## src/rtl/lab2_proc_mem_port_arbiter_pkg.sv

```systemverilog
// Shared message, id and FSM types for the imem/dmem memory-port arbiter.
package lab2_proc_mem_arb_pkg;

   typedef struct packed {
      logic [2:0]  msg_type;
      logic [7:0]  opaque;
      logic [31:0] addr;
      logic [1:0]  len;
      logic [31:0] data;
   } mem_req_4B_t;

   typedef struct packed {
      logic [2:0]  msg_type;
      logic [7:0]  opaque;
      logic [1:0]  test;
      logic [1:0]  len;
      logic [31:0] data;
   } mem_resp_4B_t;

   typedef logic arb_id_t;

   localparam arb_id_t ARB_ID_IMEM = 1'b0;
   localparam arb_id_t ARB_ID_DMEM = 1'b1;

   typedef enum logic [0:0] {ARB_OPEN, ARB_LOCKED} arb_state_t;

   function automatic arb_id_t arb_other_id(input arb_id_t id);
      return ~id;
   endfunction

endpackage

```

## src/rtl/lab2_proc_mem_port_arbiter_if.sv

```systemverilog
// Bundle of the two requester ports and the shared memory port, with arbiter/environment views.
interface lab2_proc_mem_port_arbiter_if;
   import lab2_proc_mem_arb_pkg::*;

   mem_req_4B_t  req0_msg;
   logic         req0_val;
   logic         req0_rdy;
   mem_req_4B_t  req1_msg;
   logic         req1_val;
   logic         req1_rdy;

   mem_resp_4B_t resp0_msg;
   logic         resp0_val;
   logic         resp0_rdy;
   mem_resp_4B_t resp1_msg;
   logic         resp1_val;
   logic         resp1_rdy;

   mem_req_4B_t  mem_req_msg;
   logic         mem_req_val;
   logic         mem_req_rdy;
   mem_resp_4B_t mem_resp_msg;
   logic         mem_resp_val;
   logic         mem_resp_rdy;

   // Arbiter side.
   modport master (
      input  req0_msg, req0_val, req1_msg, req1_val, resp0_rdy, resp1_rdy,
      input  mem_req_rdy, mem_resp_msg, mem_resp_val,
      output req0_rdy, req1_rdy, resp0_msg, resp0_val, resp1_msg, resp1_val,
      output mem_req_msg, mem_req_val, mem_resp_rdy
   );

   // Requester/memory side.
   modport slave (
      output req0_msg, req0_val, req1_msg, req1_val, resp0_rdy, resp1_rdy,
      output mem_req_rdy, mem_resp_msg, mem_resp_val,
      input  req0_rdy, req1_rdy, resp0_msg, resp0_val, resp1_msg, resp1_val,
      input  mem_req_msg, mem_req_val, mem_resp_rdy
   );

endinterface

```

## src/rtl/lab2_proc_mem_arb_id_fifo.sv

```systemverilog
// In-order FIFO of requester ids for requests outstanding at the memory.
module lab2_proc_mem_arb_id_fifo
   import lab2_proc_mem_arb_pkg::*;
#(
   parameter int unsigned p_depth = 2
) (
   input  logic    clk,
   input  logic    reset,
   input  logic    enq_val,
   input  arb_id_t enq_id,
   input  logic    deq_val,
   output arb_id_t head_id,
   output logic    full,
   output logic    empty
);

   localparam int unsigned PtrW = (p_depth > 1) ? $clog2(p_depth) : 1;
   localparam int unsigned CntW = $clog2(p_depth + 1);
   localparam logic [PtrW-1:0] PtrLast = PtrW'(p_depth - 1);
   localparam logic [CntW-1:0] CntFull = CntW'(p_depth);

   arb_id_t         slots_q [p_depth];
   arb_id_t         slots_d [p_depth];
   logic [PtrW-1:0] wr_ptr_q, wr_ptr_d;
   logic [PtrW-1:0] rd_ptr_q, rd_ptr_d;
   logic [CntW-1:0] count_q, count_d;

   always_comb begin
      slots_d  = slots_q;
      wr_ptr_d = wr_ptr_q;
      rd_ptr_d = rd_ptr_q;
      count_d  = count_q;
      if (enq_val) begin
         slots_d[wr_ptr_q] = enq_id;
         wr_ptr_d = (wr_ptr_q == PtrLast) ? '0 : wr_ptr_q + 1'b1;
      end
      if (deq_val) begin
         rd_ptr_d = (rd_ptr_q == PtrLast) ? '0 : rd_ptr_q + 1'b1;
      end
      case ({enq_val, deq_val})
         2'b10:   count_d = count_q + 1'b1;
         2'b01:   count_d = count_q - 1'b1;
         default: count_d = count_q;
      endcase
   end

   always_ff @(posedge clk) begin
      if (reset) begin
         wr_ptr_q <= '0;
         rd_ptr_q <= '0;
         count_q  <= '0;
      end else begin
         wr_ptr_q <= wr_ptr_d;
         rd_ptr_q <= rd_ptr_d;
         count_q  <= count_d;
      end
      slots_q <= slots_d;
   end

   assign head_id = slots_q[rd_ptr_q];
   assign full    = (count_q == CntFull);
   assign empty   = (count_q == '0);

endmodule

```

## src/rtl/lab2_proc_mem_port_arbiter.sv

```systemverilog
// Round-robin, lock-until-accepted arbiter sharing one memory port between imem and dmem.
// Optional statistics counters: LAB2_PROC_MEM_PORT_ARBITER_STATS_EN.
module lab2_proc_mem_port_arbiter
   import lab2_proc_mem_arb_pkg::*;
#(
   parameter int unsigned p_max_outstanding = 2
) (
   input  logic        clk,
   input  logic        reset,
`ifdef LAB2_PROC_MEM_PORT_ARBITER_STATS_EN
   input  logic        stats_en,
   output logic [31:0] grant_cnt0,
   output logic [31:0] grant_cnt1,
   output logic [31:0] conflict_cnt,
`endif
   lab2_proc_mem_port_arbiter_if.master bus
);

   arb_state_t state_q, state_d;
   arb_id_t    lock_id_q, lock_id_d;
   arb_id_t    prio_q, prio_d;
   arb_id_t    grant;
   arb_id_t    head_id;
   logic       grant_val;
   logic       req_fire;
   logic       resp_fire;
   logic       fifo_full;
   logic       fifo_empty;

   // Grant never looks at mem_req_rdy, so the memory sees a stable request while it stalls.
   always_comb begin
      if (state_q == ARB_LOCKED) begin
         grant = lock_id_q;
      end else if (bus.req0_val != bus.req1_val) begin
         grant = bus.req1_val ? ARB_ID_DMEM : ARB_ID_IMEM;
      end else begin
         grant = prio_q;
      end
   end

   assign grant_val       = (grant == ARB_ID_DMEM) ? bus.req1_val : bus.req0_val;
   assign bus.mem_req_val = grant_val & ~fifo_full;
   assign bus.mem_req_msg = (grant == ARB_ID_DMEM) ? bus.req1_msg : bus.req0_msg;
   assign bus.req0_rdy    = (grant == ARB_ID_IMEM) & bus.mem_req_rdy & ~fifo_full;
   assign bus.req1_rdy    = (grant == ARB_ID_DMEM) & bus.mem_req_rdy & ~fifo_full;
   assign req_fire        = bus.mem_req_val & bus.mem_req_rdy;

   always_comb begin
      state_d   = state_q;
      lock_id_d = lock_id_q;
      unique case (state_q)
         ARB_OPEN: begin
            if (bus.mem_req_val && !bus.mem_req_rdy) begin
               state_d   = ARB_LOCKED;
               lock_id_d = grant;
            end
         end
         ARB_LOCKED: begin
            if (req_fire) state_d = ARB_OPEN;
         end
         default: state_d = ARB_OPEN;
      endcase
      prio_d = req_fire ? arb_other_id(grant) : prio_q;
   end

   always_ff @(posedge clk) begin
      if (reset) begin
         state_q   <= ARB_OPEN;
         lock_id_q <= ARB_ID_IMEM;
         prio_q    <= ARB_ID_IMEM;
      end else begin
         state_q   <= state_d;
         lock_id_q <= lock_id_d;
         prio_q    <= prio_d;
      end
   end

   lab2_proc_mem_arb_id_fifo #(
      .p_depth (p_max_outstanding)
   ) u_id_fifo (
      .clk     (clk),
      .reset   (reset),
      .enq_val (req_fire),
      .enq_id  (grant),
      .deq_val (resp_fire),
      .head_id (head_id),
      .full    (fifo_full),
      .empty   (fifo_empty)
   );

   // Responses follow the oldest outstanding id; a stray response with no id is held off.
   assign bus.resp0_msg    = bus.mem_resp_msg;
   assign bus.resp1_msg    = bus.mem_resp_msg;
   assign bus.resp0_val    = bus.mem_resp_val & ~fifo_empty & (head_id == ARB_ID_IMEM);
   assign bus.resp1_val    = bus.mem_resp_val & ~fifo_empty & (head_id == ARB_ID_DMEM);
   assign bus.mem_resp_rdy = ((head_id == ARB_ID_DMEM) ? bus.resp1_rdy : bus.resp0_rdy)
                             & ~fifo_empty;
   assign resp_fire        = bus.mem_resp_val & bus.mem_resp_rdy;

`ifndef SYNTHESIS
   always @(posedge clk) begin
      if (!reset && bus.mem_resp_val && fifo_empty) begin
         $error("mem response arrived with no outstanding request");
      end
   end
`endif

`ifdef LAB2_PROC_MEM_PORT_ARBITER_STATS_EN
   logic [31:0] grant_cnt0_q, grant_cnt0_d;
   logic [31:0] grant_cnt1_q, grant_cnt1_d;
   logic [31:0] conflict_cnt_q, conflict_cnt_d;

   always_comb begin
      grant_cnt0_d   = grant_cnt0_q;
      grant_cnt1_d   = grant_cnt1_q;
      conflict_cnt_d = conflict_cnt_q;
      if (stats_en && req_fire) begin
         if (grant == ARB_ID_DMEM) grant_cnt1_d = grant_cnt1_q + 32'd1;
         else                      grant_cnt0_d = grant_cnt0_q + 32'd1;
      end
      if (stats_en && bus.req0_val && bus.req1_val) begin
         conflict_cnt_d = conflict_cnt_q + 32'd1;
      end
   end

   always_ff @(posedge clk) begin
      if (reset) begin
         grant_cnt0_q   <= '0;
         grant_cnt1_q   <= '0;
         conflict_cnt_q <= '0;
      end else begin
         grant_cnt0_q   <= grant_cnt0_d;
         grant_cnt1_q   <= grant_cnt1_d;
         conflict_cnt_q <= conflict_cnt_d;
      end
   end

   assign grant_cnt0   = grant_cnt0_q;
   assign grant_cnt1   = grant_cnt1_q;
   assign conflict_cnt = conflict_cnt_q;
`endif

endmodule

```

## src/flat_wrapper.sv

```systemverilog
// flat-port wrapper written by rule: the top's interface ports become plain ports
module lab2_proc_mem_port_arbiter_flat import lab2_proc_mem_arb_pkg::*;
#(
   parameter int unsigned p_max_outstanding = 2
)
  (clk, reset, bus_req0_msg, bus_req0_val, bus_req1_msg, bus_req1_val, bus_resp0_rdy, bus_resp1_rdy, bus_mem_req_rdy, bus_mem_resp_msg, bus_mem_resp_val, bus_req0_rdy, bus_req1_rdy, bus_resp0_msg, bus_resp0_val, bus_resp1_msg, bus_resp1_val, bus_mem_req_msg, bus_mem_req_val, bus_mem_resp_rdy);
  lab2_proc_mem_port_arbiter_if bus_i ();
  input  logic clk;
  input  logic reset;
  input wire logic [$bits(bus_i.req0_msg)-1:0] bus_req0_msg;
  input wire logic [$bits(bus_i.req0_val)-1:0] bus_req0_val;
  input wire logic [$bits(bus_i.req1_msg)-1:0] bus_req1_msg;
  input wire logic [$bits(bus_i.req1_val)-1:0] bus_req1_val;
  input wire logic [$bits(bus_i.resp0_rdy)-1:0] bus_resp0_rdy;
  input wire logic [$bits(bus_i.resp1_rdy)-1:0] bus_resp1_rdy;
  input wire logic [$bits(bus_i.mem_req_rdy)-1:0] bus_mem_req_rdy;
  input wire logic [$bits(bus_i.mem_resp_msg)-1:0] bus_mem_resp_msg;
  input wire logic [$bits(bus_i.mem_resp_val)-1:0] bus_mem_resp_val;
  output wire logic [$bits(bus_i.req0_rdy)-1:0] bus_req0_rdy;
  output wire logic [$bits(bus_i.req1_rdy)-1:0] bus_req1_rdy;
  output wire logic [$bits(bus_i.resp0_msg)-1:0] bus_resp0_msg;
  output wire logic [$bits(bus_i.resp0_val)-1:0] bus_resp0_val;
  output wire logic [$bits(bus_i.resp1_msg)-1:0] bus_resp1_msg;
  output wire logic [$bits(bus_i.resp1_val)-1:0] bus_resp1_val;
  output wire logic [$bits(bus_i.mem_req_msg)-1:0] bus_mem_req_msg;
  output wire logic [$bits(bus_i.mem_req_val)-1:0] bus_mem_req_val;
  output wire logic [$bits(bus_i.mem_resp_rdy)-1:0] bus_mem_resp_rdy;
  assign bus_i.req0_msg = bus_req0_msg;
  assign bus_i.req0_val = bus_req0_val;
  assign bus_i.req1_msg = bus_req1_msg;
  assign bus_i.req1_val = bus_req1_val;
  assign bus_i.resp0_rdy = bus_resp0_rdy;
  assign bus_i.resp1_rdy = bus_resp1_rdy;
  assign bus_i.mem_req_rdy = bus_mem_req_rdy;
  assign bus_i.mem_resp_msg = bus_mem_resp_msg;
  assign bus_i.mem_resp_val = bus_mem_resp_val;
  assign bus_req0_rdy = bus_i.req0_rdy;
  assign bus_req1_rdy = bus_i.req1_rdy;
  assign bus_resp0_msg = bus_i.resp0_msg;
  assign bus_resp0_val = bus_i.resp0_val;
  assign bus_resp1_msg = bus_i.resp1_msg;
  assign bus_resp1_val = bus_i.resp1_val;
  assign bus_mem_req_msg = bus_i.mem_req_msg;
  assign bus_mem_req_val = bus_i.mem_req_val;
  assign bus_mem_resp_rdy = bus_i.mem_resp_rdy;
  lab2_proc_mem_port_arbiter #(.p_max_outstanding(p_max_outstanding)) u_core (.clk(clk), .reset(reset), .bus(bus_i));
endmodule
```

## config.mk

```make
export PLATFORM = sky130hd
export DESIGN_NAME = lab2_proc_mem_port_arbiter_flat
export DESIGN_NICKNAME = d
export VERILOG_FILES = /design/src/rtl/lab2_proc_mem_port_arbiter_pkg.sv /design/src/rtl/lab2_proc_mem_port_arbiter_if.sv /design/src/rtl/lab2_proc_mem_arb_id_fifo.sv /design/src/rtl/lab2_proc_mem_port_arbiter.sv /design/src/flat_wrapper.sv
export SDC_FILE = /design/constraint.sdc
export NUM_CORES = 1
export LEC_CHECK = 0
export ABC_AREA = 1
export CAP_MARGIN = 25
export CORE_AREA = 2 2 151 153
export DETAILED_ROUTE_END_ITERATION = 8
export DIE_AREA = 0 0 153 155
export SYNTH_ARGS = -nofsm -noshare
export SYNTH_HDL_FRONTEND = slang
export SYNTH_SLANG_ARGS = --single-unit
```

## constraint.sdc

```tcl
create_clock -name clk -period 5.32 [get_ports clk]
set_input_delay 0.532 -clock clk [delete_from_list [all_inputs] [get_ports clk]]
set_output_delay 0.532 -clock clk [all_outputs]
set_load 0.02 [all_outputs]
```

==> results.ini <==
[status]
status = finished clean

[pwr]
ir_drop_mv = 0.115
leakage_uw = 0.00197
total_power_uw = 947
powerDensity_nw_per_um2 = 218

[timing]
hold_viol = 0
finalSetupViolCount = 0
timing.slew.headroom = 0.558
clock.fmax_ghz = 0.260
drv_slew = 0
fin_worst_skew_ps = 3.57
tns_ps = 0
min_period_ps = 3850
finalWorstSetupSlack_ps = 1470
tightestPinTransition_ps = 662
fin_crit_sh = 0.724
rsz0062_at_grt = no

[cells_and_area]
final_nets = 773
final_core_utilization = 0.195
drive_above_1_share = 0.0231
n_antenna_cell = 0
area_growth_pct = 90.7
fillers = 2530

[worst_setup_path]
r2r_cells = 11
worst-path-max-fanout = 45
startpoint = bus_req0_val
crit-reg2reg-launch = u_core.prio_q$_SDFFE_PP0P_
r2r_setup_slack_ps = 3250
cp-end-kind = primary output
crit_type = in -> out
cp-start-kind = primary input
cp.required_ps = 4790
critical_path_arrival_ps = 3320
rr_endpoint = u_core.u_id_fifo.count_q[1]$_SDFFE_PP0P_
crit_end = bus_mem_req_msg[60]

[cts]
cts_max_level = 1
cts_buffers = 3
cts_tree = done
clk_latency_ps = 230
cts.sinks = 9
postCtsSetupBuffers = 0
cts.repair.resized = 0
cts_root_buf = clkbuf_16
hold_buffers = 0
cts.clk_slew.worst_paths_ps = 40
clockBufferDepth = 2

[synthesis]
syn_inst = 423
synth_ff_type = dfxtp_1
synth-seq-cells = 9
synth_area_leaders = nand2_1 40%, buf_4 33%, dfxtp_1 6.2%, inv_1 2.8%, edfxtp_1 2.6%
syn-cell-area_um2 = 2270
synth_edf_count = 2
synth_nets = 633
yosys.area.top_type = nand2_1
yosys.area.top_type_share = 0.404
ys_warn_count = 0
synthArstFlopShare = 0
synthTopCellsByCount = 245 x nand2_1, 100 x buf_4, 17 x inv_1
syn_area_per_cell_um2 = 5.38
synth_seq_area_share = 0.0880
synth_most_common_cell = nand2_1
synth.distinct_cells = 23

[global_routing]
grt_pass1_vias = 2773
grt_max_degree = 46
antenna_found_initial = 0
grt_pass1_wl_mm = 14.1
grt_overflow = 0
track_usage = 0.0736

[detailed_routing]
firstDrtPassIters = 5
wl_per_cell_um = 11.0
drt_iter0_markers = 156
vias_per_cell = 3.32
finalWirelength_mm = 9.33
postRouteAntennaNets = 0
drcViolationCount = 0
vias = 2808

[die]
start_util = 0.102
die_w_um = 153
die_area_um2 = 23700
std_cell_rows = 55
core_area_um2 = 22200
fp.dieH_um = 155
boundaryPins = 386

[placement]
hpwlAfterDp_mm = 7.74
place_ws_ps = 1360
io_buffers = 244
routabilityCongestion = 0.729

[job]
cap_violations = 0

[min_path]
hold_class = reg -> reg

[worst min-delay path by stage]
| stage | startpoint | to | slack, ps | cells past startpoint |
|---|---|---|---|---|
| 4_1_cts | u_core.prio_q$_SDFFE_PP0P_ | u_core.prio_q$_SDFFE_PP0P_ | 480 | 2 |
| 6_report | u_core.prio_q$_SDFFE_PP0P_ | u_core.prio_q$_SDFFE_PP0P_ | 470 | 2 |
| 3_5_place_dp | u_core.prio_q$_SDFFE_PP0P_ | u_core.prio_q$_SDFFE_PP0P_ | 470 | 2 |
| 5_1_grt | u_core.prio_q$_SDFFE_PP0P_ | u_core.prio_q$_SDFFE_PP0P_ | 520 | 2 |
| 2_1_floorplan | u_core.prio_q$_SDFFE_PP0P_ | u_core.prio_q$_SDFFE_PP0P_ | 450 | 2 |
| 3_3_place_gp | u_core.prio_q$_SDFFE_PP0P_ | u_core.prio_q$_SDFFE_PP0P_ | 470 | 2 |
[cell families after synthesis]
group           Yosys count  share of synthesized area
simple gates            272                      0.474
buf+inv                 130                      0.402
compound gates           10                     0.0270
flops                     9                     0.0880
xor+xnor                  1                    0.00385
fa+ha+maj                 1                    0.00550
[critical path, stage by stage]
cell,delay (ps)
clkdlybuf4s50_1,500
inv_1,60
nand2_1,50
nand2_1,50
nand2_2,110
nand2_4,290
inv_2,630
buf_12,300
nand2_1,70
nand2_1,90
clkdlybuf4s50_1,610
[cell usage in the layout, fill, tap and decap left out]
cell and n:
nand2_4 3, nand2_2 1, o21ai_0 4, clkbuf_1 1, nor2_1 14, nand4_4 1, xor2_1 1, nand2_1 245
clkbuf_16 3, clkdlybuf4s50_1 244, and3_1 1, o21ai_1 1, dfxtp_1 7, buf_4 1, nand4_1 3, edfxtp_1 2
a21oi_1 4, ha_1 1, inv_1 17, buf_12 1, inv_2 2, a21oi_4 1, nand3_1 3, nor3_1 1
[cell type report]
cell class,count,area (um^2),share of cell area
Clock buffer,4,78.8,0.0182
Timing Repair Buffer,246,2470,0.569
Inverter,19,71.3,0.0164
Multi-Input combinational cell,284,1160,0.268
Tap cell,285,357,0.0822
Sequential cell,9,200,0.0461
[through the flow]
step	hold WS, ps	area (um^2)	std cells
finish	474	4340	847
global route	522	4340	847
CTS	480	4340	847
detailed placement	474	4260	843
global placement	466	4260	843
floorplan	448	2270	423
[power by group]
| part | switching (uW) | internal (uW) |
|---|---|---|
| Combinational | 367 | 355 |
| Clock | 32.3 | 100 |
| Sequential | 8.90 | 82.7 |
[metal layers]
metal / vias to the layer above / track usage / routed length (um)
met1: 1128 / 0.0715 / 3230
met3: 44 / 0.0306 / 1110
met2: 187 / 0.138 / 4650
met5: - / 0 / 0
met4: 0 / 0.0287 / 348
li1: 1449 / - / -
No activity file was read; power rests on OpenSTA's default activity.
